[src/rtl/fetch_seq_pkg.sv]
// Shared types and constants for the instruction fetch sequencer.
package fetch_seq_pkg;

  typedef enum logic [2:0] {
    ST_BOOT,
    ST_FETCH,
    ST_HOLD,
    ST_DRAIN,
    ST_FAULT
  } fetch_state_e;

  localparam logic [31:0] PC_INC           = 32'd4;
  localparam logic [31:0] DEFAULT_NOP_WORD = 32'h0000_0000;

  // Force a target onto a word boundary.
  function automatic logic [31:0] align_pc(input logic [31:0] pc);
    return {pc[31:2], 2'b00};
  endfunction

endpackage

[src/rtl/fetch_out_buffer.sv]
// One-entry instruction/PC buffer facing decode, plus the pc_out+4 adder.
// clear_i wins over load_i so a redirect always flushes a same-cycle fill.
module fetch_out_buffer
  import fetch_seq_pkg::*;
#(
  parameter logic [31:0] NOP_WORD = DEFAULT_NOP_WORD
) (
  input  logic        clk,
  input  logic        rst_n,
  input  logic        load_i,
  input  logic        clear_i,
  input  logic [31:0] instr_i,
  input  logic [31:0] pc_i,
  output logic        instr_valid_o,
  output logic [31:0] instr_o,
  output logic [31:0] pc_o,
  output logic [31:0] pc_plus4_o
);

  logic        valid_q;
  logic [31:0] instr_q;
  logic [31:0] pc_q;

  // Buffer register: flush to NOP, load a fetched word, or hold.
  always_ff @(posedge clk or negedge rst_n) begin
    if (!rst_n) begin
      valid_q <= 1'b0;
      instr_q <= NOP_WORD;
      pc_q    <= 32'h0;
    end else if (clear_i) begin
      valid_q <= 1'b0;
      instr_q <= NOP_WORD;
    end else if (load_i) begin
      valid_q <= 1'b1;
      instr_q <= instr_i;
      pc_q    <= pc_i;
    end
  end

  assign instr_valid_o = valid_q;
  assign instr_o       = instr_q;
  assign pc_o          = pc_q;
  assign pc_plus4_o    = pc_q + PC_INC;

endmodule

[src/rtl/fetch_sequencer.sv]
// Fetch sequencer: owns the PC, issues req/ready fetches to instruction
// memory, applies execute redirects and feeds decode via a 1-entry buffer.
// A request is never aborted: a redirect while waiting parks the target in
// pending_pc and the FSM drains the old transaction first.
// Optional build macro FETCH_ALIGN_CHECK_EN adds fetch_fault and the FAULT
// state for misaligned redirect targets; without it low PC bits are masked.
module fetch_sequencer
  import fetch_seq_pkg::*;
#(
  parameter logic [31:0] RESET_PC = 32'h0000_0000,
  parameter logic [31:0] NOP_WORD = DEFAULT_NOP_WORD
) (
  input  logic        clk,
  input  logic        reset,
  input  logic        stall_i,
  input  logic        redirect_valid,
  input  logic [31:0] redirect_pc,
  output logic        imem_req,
  output logic [31:0] imem_addr,
  input  logic        imem_ready,
  input  logic [31:0] imem_rdata,
  output logic        instr_valid,
  output logic [31:0] instr_out,
  output logic [31:0] pc_out,
  output logic [31:0] pc_plus4_out,
  output logic        fetch_busy
`ifdef FETCH_ALIGN_CHECK_EN
  ,
  output logic        fetch_fault
`endif
);

  fetch_state_e state_q, state_d;
  logic [31:0]  pc_q, pc_d;
  logic [31:0]  pending_pc_q, pending_pc_d;
  logic         pend_fault_q, pend_fault_d;
  logic [31:0]  redir_tgt;
  logic         misaligned;
  logic         consume;
  logic         buf_load, buf_clear;
  fetch_state_e redir_state;

`ifdef FETCH_ALIGN_CHECK_EN
  assign misaligned  = redirect_valid & (|redirect_pc[1:0]);
  assign redir_tgt   = redirect_pc;
  assign fetch_fault = pend_fault_q | (state_q == ST_FAULT);
`else
  assign misaligned  = 1'b0;
  assign redir_tgt   = align_pc(redirect_pc);
`endif

  assign consume     = instr_valid & ~stall_i;
  assign redir_state = misaligned ? ST_FAULT : ST_FETCH;
  assign imem_req    = (state_q == ST_FETCH) | (state_q == ST_DRAIN);
  assign fetch_busy  = imem_req;
  assign imem_addr   = pc_q;

  // Buffer control: fill on a clean fetch completion, flush on redirect/consume.
  always_comb begin
    buf_load  = (state_q == ST_FETCH) & imem_ready & ~redirect_valid;
    buf_clear = redirect_valid | ((state_q == ST_HOLD) & consume);
  end

  // Next-state logic; priority is redirect > imem_ready > stall.
  always_comb begin
    state_d      = state_q;
    pc_d         = pc_q;
    pending_pc_d = pending_pc_q;
    pend_fault_d = pend_fault_q;
    case (state_q)
      ST_BOOT, ST_HOLD: begin
        if (redirect_valid) begin
          pc_d    = redir_tgt;
          state_d = redir_state;
        end else if (state_q == ST_BOOT || consume) begin
          state_d = ST_FETCH;
        end
      end
      ST_FETCH: begin
        if (redirect_valid) begin
          if (imem_ready) begin
            pc_d    = redir_tgt;
            state_d = redir_state;
          end else begin
            pending_pc_d = redir_tgt;
            pend_fault_d = misaligned;
            state_d      = ST_DRAIN;
          end
        end else if (imem_ready) begin
          pc_d    = pc_q + PC_INC;
          state_d = ST_HOLD;
        end
      end
      ST_DRAIN: begin
        // A parked fault target is sticky; otherwise the latest redirect wins.
        if (redirect_valid && !pend_fault_q) begin
          pending_pc_d = redir_tgt;
          pend_fault_d = misaligned;
        end
        if (imem_ready) begin
          pend_fault_d = 1'b0;
          if (pend_fault_q) begin
            pc_d    = pending_pc_q;
            state_d = ST_FAULT;
          end else if (redirect_valid) begin
            pc_d    = redir_tgt;
            state_d = redir_state;
          end else begin
            pc_d    = pending_pc_q;
            state_d = ST_FETCH;
          end
        end
      end
      default: ;  // ST_FAULT: frozen until reset
    endcase
  end

  // FSM, PC and pending-redirect registers.
  always_ff @(posedge clk or negedge reset) begin
    if (!reset) begin
      state_q      <= ST_BOOT;
      pc_q         <= RESET_PC;
      pending_pc_q <= 32'h0;
      pend_fault_q <= 1'b0;
    end else begin
      state_q      <= state_d;
      pc_q         <= pc_d;
      pending_pc_q <= pending_pc_d;
      pend_fault_q <= pend_fault_d;
    end
  end

  fetch_out_buffer #(
    .NOP_WORD(NOP_WORD)
  ) u_obuf (
    .clk          (clk),
    .rst_n        (reset),
    .load_i       (buf_load),
    .clear_i      (buf_clear),
    .instr_i      (imem_rdata),
    .pc_i         (pc_q),
    .instr_valid_o(instr_valid),
    .instr_o      (instr_out),
    .pc_o         (pc_out),
    .pc_plus4_o   (pc_plus4_out)
  );

endmodule

[config.mk]
export PLATFORM = sky130hd
export DESIGN_NAME = fetch_sequencer
export DESIGN_NICKNAME = d
export VERILOG_FILES = /design/src/rtl/fetch_seq_pkg.sv /design/src/rtl/fetch_out_buffer.sv /design/src/rtl/fetch_sequencer.sv
export SDC_FILE = /design/constraint.sdc
export NUM_CORES = 1
export LEC_CHECK = 0
export BUFFER_PORTS_ARGS = -buffer_cell sky130_fd_sc_hd__buf_2
export CAP_MARGIN = 5
export CORE_MARGIN = 2
export CORE_UTILIZATION = 47
export CTS_CLUSTER_DIAMETER = 200
export DETAILED_ROUTE_END_ITERATION = 10
export PLACE_DENSITY = 0.77
export SETUP_SLACK_MARGIN = 0.15
export SLEW_MARGIN = 20
export SYNTH_ARGS = -nofsm -noshare
export SYNTH_HDL_FRONTEND = slang
export SYNTH_SLANG_ARGS = --single-unit
[constraint.sdc]
create_clock -name clk -period 1.8 [get_ports clk]
set_input_delay 0.27 -clock clk [delete_from_list [all_inputs] [get_ports clk]]
set_output_delay 0.27 -clock clk [all_outputs]
set_load 0.02 [all_outputs]
==> impl_results.md, run 1 <==
* Hold Crit Class: in2reg
* Core footprint at 0.0133 mm2
* Count of final max-slew check failures at 0
* Sequential-to-total area share from yosys stat at 48.2%
* Wirelength per Cell at 22.3 um
* Netlist cell types at 63
* Routed wire length at 24.7 mm
* WHS Path Cells at 2
* Hold Vio Cnt, Final at 0
* Hold WS at 0.0582 ns
* Worst Setup Start Kind: flip-flop
* Syn. warnings at 0
* Largest net degree at the start of global routing at 66
* Placed Area at 0.00852 mm2
* Port bufs at 191
* Most frequent cells in the layout: buf_2, buf_4, dfrtp_1
* Ant diodes at 0
* Worst R2R End: imem_addr[18]$_DFFE_PN0P_
* Worst-case clock buffer depth at 2
* CP max stage delay at 0.43 ns
* Vias in the first global route at 6441
* Leading area contributor after synthesis: dfrtp_1
* Syn-to-layout area delta at 57.5%
* Layout cells sized above 1 at 59.1%
* Multi-input logic area at 0.00382 mm2
* Worst-path clk slew at 0.06 ns
* Setup-failing EPs final at 29
* Die Ht at 122 um
* Clock Latency Late Sink at 0.43 ns
* Post-route core utilization at 76.6%
* Worst setup EP type: primary output
* CTS Buf Count at 17
* Routed Antenna Nets at 0
* First-pass GRT wire length at 33.1 mm
* GPL Wtd Cong at 0.886
* Setup TNS at -10.45 ns
* Final #Nets at 992
* Synth area leaders: dfrtp_1, mux2_2, a22o_1, xnor2_1, nand2_1
* Design Area, Final at 0.0102 mm2
* Initial Util at 48.7%
* Die width at 122 um
* Failing checks: negative setup slack
* Number of detailed-route iterations in the first pass at 6
* Site row count at 42
* Crit path cell chain: nand4_4 > nor4_4 > and3_4 > nand4_1 > xnor2_2 > buf_4
* Critical path arrival at 2.12 ns
* Final worst-path cycle share at 133%
* Drt drc at 0
* FF-to-FF setup slack at -0.02 ns
* R2R cell count at 8
* Fmax at 418 MHz
* Unrepaired setup endpoints after global routing: yes
* Max-cap viol count at 0
* Clk sinks at 125
* Synth top area share at 48.2%
* Total global routing overflow at 0
* Flops & latches, synth at 125
* H-tree Lvls at 4
* Mapped Cells at 617
* Die area at 0.0148 mm2
* CTS root buffer: clkbuf_16
* Hold wc startpoint: imem_rdata[18]
* Post-synth top flop: dfrtp_1
* WHS Endpoint: u_obuf.instr_o[18]$_DFFE_PN0P_
* Outcome: finished with violations
* Synth Cell Area at 0.00649 mm2
* Fill cells at 802
* Design Power at 0.0154 W
* Power per Cell Area at 1500 mW/mm2
* R2r startpoint: imem_addr[2]$_DFFE_PN0P_
* Gr usage total at 29.1%
* Clk_skew at 0.0126 ns
* Initial antenna violation count at 0
* Initial DRC count at 801
* CTS tree: built
* Ys async rst share at 100%
* Register Area at 0.00316 mm2
* Post-synthesis average cell area at 10.5 um2
* Worst setup margin at -0.595 ns
* Most common cell after layout, fill and taps aside: buf_2
* Avg Vias per Cell at 6.10
* Crit Path Max Fanout at 3
* Maximum VDD drop at 0.000648 V
* Minimum clock period at 2.39 ns
* Leak pwr at 4.77 nW
* I/O pins at 200
* Slowest stage cell, crit path: dfrtp_2
* Worst Path Required at 1.53 ns
* Number of synthesized flops with an enable pin at 0
* WS Path Type: reg2out
* Post-DP HPWL at 14.4 mm
* DR vias at 6766
-- cell usage after synthesis, drive strengths merged, types with 3 or more instances --
cell type  number
a21oi          35
a22o           32
a2bb2oi         7
a31oi           3
and3           12
and4            6
buf            27
clkbuf         21
dfrtp         125
inv            13
mux2           56
nand2          58
nand2b          3
nand3          29
nand4          17
nor2           23
nor2b           3
nor3            6
nor4            8
o21a            3
o21ai          45
o221ai          6
o22ai           3
or3             5
xnor2          26
xor2           10
-- logic make-up after synthesis --
kind of cell | share of synthesized area, %
adder cells (fa/ha/maj) | 0.385
AO/OA/AOI/OAI | 16.4
multiplexers | 10.0
other | 0.0577
buffers and inverters | 4.37
flip-flops | 48.2
AND/OR/NAND/NOR | 15.7
XOR/XNOR | 4.86
-- worst max-delay path: cells and delay by family, from the launching register on --
| family | cells | cell delay (ns) |
|---|---|---|
| flip-flops | 1 | 0.43 |
| buffers and inverters | 1 | 0.16 |
| AND/OR/NAND/NOR | 4 | 0.97 |
| XOR/XNOR | 1 | 0.16 |
-- final cells by class --
cell class / instances / area share (%)
clock buffers: 19 / 4.43
multi-input cells: 436 / 37.4
flip-flops and latches: 125 / 30.9
repair buffers: 328 / 22.6
clock inverters: 13 / 2.09
inverters: 13 / 0.477
well taps: 176 / 2.15
-- report_power, final --
part           internal [W]  switching (W)
registers           0.00357       0.000792
clock network       0.00254        0.00133
logic               0.00318        0.00396
total               0.00928        0.00608
-- layer usage --
metal	up-vias	wire (um)	global-route usage, %
li1	2865	-	-
met1	3308	8850	37.4
met2	476	12400	47.8
met3	117	2180	6.55
met4	0	1290	12.1
met5	-	0	0
-- worst max path at each step --
stage                                start  depth (start not counted)                to  slack [ns]
2_1_floorplan   u_obuf.pc_o[5]$_DFFE_PN0P_                          5  pc_plus4_out[27]       -0.19
3_3_place_gp    u_obuf.pc_o[6]$_DFFE_PN0P_                          6  pc_plus4_out[27]       -0.09
3_5_place_dp    u_obuf.pc_o[6]$_DFFE_PN0P_                          6  pc_plus4_out[26]       -0.14
4_1_cts         u_obuf.pc_o[2]$_DFFE_PN0P_                          7  pc_plus4_out[24]       -0.55
5_1_grt        u_obuf.pc_o[10]$_DFFE_PN0P_                          6  pc_plus4_out[29]       -0.66
6_report       u_obuf.pc_o[10]$_DFFE_PN0P_                          6  pc_plus4_out[27]       -0.59
-- per-stage QoR --
step	std cells	setup slack, ns
2_1_floorplan	622	-0.186
3_3_place_gp	1035	-0.0888
3_5_place_dp	1035	-0.144
4_1_cts	1087	-0.554
5_1_grt	1110	-0.661
6_report	1110	-0.595
-- repair_timing --
item                                    in CTS  in global routing
setup buffers                               17                 19
resized for setup                           65                 94
hold endpoints to repair                   125                  0
endpoints found under the setup margin      94                103
pin swaps                                   35                 34
cloned                                       2                  4
hold buffers                                 1                  0
-- sequential cells by signal, indices dropped and copies added (netlist names) --
register	flops
u_obuf.instr_valid_o	1
u_obuf.instr_o	32
imem_addr	30
pending_pc_q	30
state_q	2
u_obuf.pc_o	30
(Power assumes the default switching activity.)
==> run 2, diff against run 1 <==
--- a/config.mk
+++ b/config.mk
@@ -11,7 +11,9 @@
 export CORE_UTILIZATION = 47
 export CTS_CLUSTER_DIAMETER = 200
 export DETAILED_ROUTE_END_ITERATION = 10
+export MAX_ROUTING_LAYER = met4
 export PLACE_DENSITY = 0.77
+export RECOVER_POWER = 25
 export SETUP_SLACK_MARGIN = 0.15
 export SLEW_MARGIN = 20
 export SYNTH_ARGS = -nofsm -noshare
==> run 2 against run 1 <==
The run still ends with negative setup slack left; combinational power rose by 3.2%; clock power barely moved; non-clock buffer count fell by 2; first-iteration DRC count rose by 5.2%; fmax rose by 1.9%; setup slack improved by 0.044 ns; cell count fell by 0.18%; via count fell by 0.86%; critical path type unchanged; critical endpoint is now pc_plus4_out[26].
==> impl_results.md, run 2 (synthesis gave the netlist of run 1 again) <==
* Die area at 0.0148 mm2
* Hold Vio Cnt, Final at 0
* Slowest stage cell, crit path: dfrtp_2
* Worst setup margin at -0.551 ns
* Die width at 122 um
* Clk_skew at 0.0116 ns
* Critical path arrival at 2.08 ns
* Fmax at 425 MHz
* CP max stage delay at 0.39 ns
* Post-DP HPWL at 14.5 mm
* Leak pwr at 4.89 nW
* CTS root buffer: clkbuf_16
* CTS Buf Count at 17
* Clk sinks at 125
* Power per Cell Area at 1490 mW/mm2
* GPL Wtd Cong at 0.916
* Worst-path clk slew at 0.06 ns
* Avg Vias per Cell at 6.05
* DR vias at 6708
* Unrepaired setup endpoints after global routing: yes
* Setup-failing EPs final at 28
* Routed wire length at 24.6 mm
* Worst slew pin tran at 0.953 ns
* Wirelength per Cell at 22.2 um
* Maximum VDD drop at 0.000672 V
* Port bufs at 191
* Worst-case clock buffer depth at 2
* Final worst-path cycle share at 131%
* Multi-input logic area at 0.00397 mm2
* Minimum clock period at 2.35 ns
* I/O pins at 200
* Critical path buffers and inverters at 1
* Most frequent cells in the layout: buf_2, buf_4, dfrtp_1
* Most common cell after layout, fill and taps aside: buf_2
* Placed Area at 0.00853 mm2
* Crit path cell chain: ha_4 > nand2_4 > nor4_4 > and4_4 > nand3_2 > xnor2_2 > buf_4
* Failing checks: negative setup slack
* Die Ht at 122 um
* Final #Nets at 990
* First-pass GRT wire length at 32.2 mm
* WS Path Type: reg2out
* Post-route core utilization at 77.9%
* Total global routing overflow at 0
* Syn-to-layout area delta at 60.2%
* Register Area at 0.00316 mm2
* Largest net degree at the start of global routing at 57
* H-tree Lvls at 4
* Gr usage total at 29.0%
* Core footprint at 0.0133 mm2
* Crit Path Max Fanout at 4
* FF-to-FF setup slack at 0 ns
* Outcome: finished with violations
* CTS tree: built
* Worst Path Required at 1.53 ns
* Drt drc at 0
* Worst Setup Start Kind: flip-flop
* Hold Crit Class: in2reg
* Max_slew headroom at 36.4%
* Design Area, Final at 0.0104 mm2
* Worst setup EP type: primary output
* Placement Setup Slack at -0.136 ns
* Largest register FFs at 32
* Ant diodes at 0
* CP delay by family, top: simple AND/OR/NAND/NOR gates
* Initial DRC count at 843
* Initial antenna violation count at 0
* Clock Latency Late Sink at 0.42 ns
* Layout cells sized above 1 at 59.5%
* Number of detailed-route iterations in the first pass at 6
* Fill cells at 778
* Site row count at 42
* Max-cap viol count at 0
* Routed Antenna Nets at 0
* Vias in the first global route at 6105
* Count of final max-slew check failures at 0
* Initial Util at 48.7%
==> run 2: cell count changes in the layout (fill, tap and decap cells not counted), sizes merged <==
cell / delta
clkinv: -1
inv: +1
clkbuf: +6
buf: -8
==> run 2: final timing paths <==
path,from,end,cells after the start
max in group asynchronous,reset,u_obuf.instr_o[10]$_DFFE_PN0P_,3
max,u_obuf.pc_o[3]$_DFFE_PN0P_,pc_plus4_out[26],7
max reg2reg,imem_addr[9]$_DFFE_PN0P_,imem_addr[27]$_DFFE_PN0P_,7
min,imem_rdata[15],u_obuf.instr_o[15]$_DFFE_PN0P_,2
min in group asynchronous,reset,pending_pc_q[12]$_DFFE_PN0P_,2
min reg2reg,pending_pc_q[11]$_DFFE_PN0P_,pending_pc_q[11]$_DFFE_PN0P_,1
==> run 2: worst register-to-register path: cells and delay by family (launching register included) <==
| family | cells | cell delay (ns) |
|---|---|---|
| and+or+nand+nor | 2 | 0.54 |
| DFF | 1 | 0.40 |
| AOI/OAI and AO/OA | 2 | 0.25 |
| buffers and inverters | 3 | 0.50 |
==> run 2: final cells by class <==
cell class	count	share of cell area [%]
clock buffer	19	4.26
clock inverter	13	2.06
inverter	13	0.469
multi-input combinational	436	38.2
sequential	125	30.4
tap	176	2.12
timing repair buffer	326	22.5
==> run 2: what timing repair did <==
action                     4_1_cts  5_1_grt
pin swaps                       40       72
setup endpoints to repair       79      110
hold endpoints to repair        32        0
cloned                           1        6
setup buffers                   12       20
hold buffers                     1        0
gates resized for setup         88      106
==> run 2: power by group <==
group          switching [W]  internal [W]
registers           0.000753       0.00357
logic                0.00402       0.00334
clock network        0.00134       0.00250
total                0.00611       0.00941
==> run 2: layer usage <==
layer	track usage [%]	routed length [um]	up-vias
met2	47.1	12300	442
met5	-	0	-
met1	37.1	9400	3288
met4	11.4	996	0
met3	4.07	1900	113
li1	-	-	2865
==> run 2: stage by stage <==
stage	power, W	setup TNS [ns]	instances	hold slack [ns]
after detailed placement	0.0101	-0.603	1036	0.270
after CTS	0.0145	-8.79	1082	0.0634
after global placement	0.00984	-0.283	1036	0.261
after global routing	0.0160	-11.66	1108	0.0638
after floorplan	0.00767	-1.02	622	-0.0256
final	0.0155	-9.51	1108	0.0653
==> run 3, diff against run 2 <==
--- a/config.mk
+++ b/config.mk
@@ -13,9 +13,10 @@
 export DETAILED_ROUTE_END_ITERATION = 10
 export MAX_ROUTING_LAYER = met4
 export PLACE_DENSITY = 0.77
-export RECOVER_POWER = 25
+export RECOVER_POWER = 100
 export SETUP_SLACK_MARGIN = 0.15
 export SLEW_MARGIN = 20
 export SYNTH_ARGS = -nofsm -noshare
 export SYNTH_HDL_FRONTEND = slang
+export SYNTH_HIERARCHICAL = 1
 export SYNTH_SLANG_ARGS = --single-unit
==> run 3 against run 2 <==
The flow still finishes with violations (negative setup slack); largest power group unchanged; sequential cell count up 2; highest routed layer unchanged; hold slack better by 0.034 ns; critical endpoint is now pc_plus4_out[15]; register-to-register slack worse by 0.30 ns.
==> impl_results.md, run 3 <==
* Sequential-to-total area share from yosys stat at 47.5%
* Layout cells sized above 1 at 55.2%
* Most frequent cell on the critical path: buf_4
* Worst setup margin at -0.506 ns
* Leak pwr at 4.75 nW
* Number of synthesized flops with an enable pin at 0
* Maximum VDD drop at 0.000696 V
* Worst-case clock buffer depth at 2
* DR vias at 6899
* Die area at 0.0152 mm2
* Worst Path Required at 1.53 ns
* Vias in the first global route at 6149
* Count of final max-slew check failures at 0
* Wirelength per Cell at 22.3 um
* Mapped Cells at 636
* Clk sinks at 127
* WS Path Type: reg2out
* Initial Util at 48.3%
* R2r startpoint: state_q[1]$_DFFE_PN0P_
* Total global routing overflow at 0
* Syn-to-layout area delta at 56.0%
* CTS root buffer: clkbuf_16
* H-tree Lvls at 4
* Core footprint at 0.0139 mm2
* Ys async rst share at 100%
* Flops & latches, synth at 127
* I/O pins at 200
* Crit path launch: u_obuf/pc_o[3]$_DFFE_PN0P_
* Hold Crit Class: in2reg
* Crit Path Max Fanout at 4
* Avg Vias per Cell at 6.07
* Die width at 123 um
* Outcome: finished with violations
* Port bufs at 195
* Clock Latency Late Sink at 0.42 ns
* Most frequent cells in the layout: buf_2, buf_4, dfrtp_1
* Synth area leaders: dfrtp_1, mux2_2, mux2i_1, nor2_1, xnor2_1
* Netlist cell types at 61
* Clk_skew at 0.0123 ns
* R2R cell count at 6
* Routed Antenna Nets at 0
* Crit path to: pc_plus4_out[15]
* Site row count at 43
* Synth Cell Area at 0.00670 mm2
* Worst slew pin tran at 0.820 ns
* CP max stage delay at 0.40 ns
* Worst R2R End: imem_addr[29]$_DFFE_PN0P_
* GPL Wtd Cong at 0.882
* Number of detailed-route iterations in the first pass at 8
* Worst Setup Start Kind: flip-flop
* Gr usage total at 27.6%
* Final worst-path cycle share at 128%
* Hold Vio Cnt, Final at 0
* Post-synth top flop: dfrtp_1
* Placed Cells at 1052
* Unrepaired setup endpoints after global routing: yes
* Non-filler cells, final at 1137
* Count leader, synth: dfrtp_1
* Worst setup EP type: primary output
* Initial antenna violation count at 1
* Final #Nets at 1014
* FF-to-FF setup slack at -0.30 ns
* Post-DP HPWL at 13.1 mm
* Drt drc at 0
* Failing checks: negative setup slack
* Slowest stage cell, crit path: dfrtp_2
* Setup-failing EPs final at 35
* Top cells by count, synth: dfrtp_1, mux2_2, nor2_1
* Syn. warnings at 6
* Synth top area share at 47.5%
* Largest net degree at the start of global routing at 46
* Most common cell after layout, fill and taps aside: buf_2
* Post-route core utilization at 75.3%
* Leading area contributor after synthesis: dfrtp_1
* Crit path cell chain: nand4_1 > buf_4 > or2_4 > nor3_4 > xor2_2 > buf_4
* CTS tree: built
* Fmax at 434 MHz
* Power per Cell Area at 1440 mW/mm2
* Routed wire length at 25.3 mm
* Die Ht at 123 um
* CTS Buf Count at 17
* First-pass GRT wire length at 31.6 mm
* Max_slew headroom at 45.3%
* Initial DRC count at 583
* Max-cap viol count at 0
* Worst-path clk slew at 0.06 ns
* Critical path arrival at 2.04 ns
* Minimum clock period at 2.31 ns
* Post-synthesis average cell area at 10.5 um2
[run 3: layer usage]
| layer | wire length [um] | up-vias | GRT usage, % |
|---|---|---|---|
| li1 | - | 2893 | - |
| met1 | 9180 | 3329 | 34.7 |
| met2 | 12500 | 536 | 45.8 |
| met3 | 2310 | 141 | 5.30 |
| met4 | 1350 | 0 | 7.53 |
| met5 | 0 | - | - |
[run 3: how the worst min path moves through the flow]
stage,cells past startpoint,to,startpoint
after global placement,1,u_obuf/pc_o[23]$_DFFE_PN0P_,reset
final,3,u_obuf/instr_o[21]$_DFFE_PN0P_,imem_rdata[21]
after CTS,3,u_obuf/instr_o[21]$_DFFE_PN0P_,imem_rdata[21]
after global routing,2,pending_pc_q[26]$_DFFE_PN0P_,redirect_pc[26]
after floorplan,0,imem_addr[10]$_DFFE_PN0P_,reset
after detailed placement,1,u_obuf/pc_o[25]$_DFFE_PN0P_,reset
[run 3: timing repair]
item,in CTS,in global routing
endpoints found under the hold margin,20,0
setup endpoints to repair,74,112
cloned,3,7
resized for setup,73,109
pin swaps,27,55
hold buffers,1,0
buffers inserted,12,29
[run 3: cell type report]
| cell class | count | area (um2) |
|---|---|---|
| Sequential cell | 127 | 3210 |
| Antenna cell | 1 | 2.50 |
| Clock inverter | 13 | 163 |
| Clock buffer | 19 | 453 |
| Multi-Input combinational cell | 460 | 4070 |
| Tap cell | 180 | 225 |
| Inverter | 10 | 40.0 |
| Fill cell | 798 | 3430 |
| Timing Repair Buffer | 327 | 2290 |
[run 3: where the power goes]
part	internal [W]	leakage, nW	switching [W]
registers	0.00361	1.53	0.000784
logic	0.00322	2.93	0.00388
clock network	0.00225	0.295	0.00135
[run 3: metrics by stage]
step / instance area, um2 / hold slack [ns] / TNS (ns) / worst slack (ns) / total power [W]
6_report: 10500 / 0.0991 / -10.92 / -0.506 / 0.0151
5_1_grt: 10500 / 0.107 / -13.14 / -0.555 / 0.0157
4_1_cts: 9800 / 0.0939 / -6.83 / -0.369 / 0.0141
2_1_floorplan: 7160 / -0.0256 / -6.39 / -0.176 / 0.00791
3_3_place_gp: 8750 / 0.189 / -0.160 / -0.0571 / 0.0100
3_5_place_dp: 8750 / 0.191 / -0.431 / -0.0882 / 0.0102
[run 3: cell families after synthesis]
| kind of cell | Yosys count | synth area share, % |
|---|---|---|
| xor+xnor | 39 | 5.10 |
| other cells | 1 | 0.0560 |
| mux | 95 | 15.4 |
| fa+ha+maj | 2 | 0.374 |
| buf+inv | 53 | 4.17 |
| flops | 127 | 47.5 |
| simple gates | 215 | 16.9 |
| compound gates | 104 | 10.6 |
[run 3: critical path: cells and delay by family (launching register included)]
kind                      cells  cell delay, ns
and+or+nand+nor               3            0.66
buffers and inverters         2            0.38
xor gates and xnor gates      1            0.17
DFF                           1            0.40
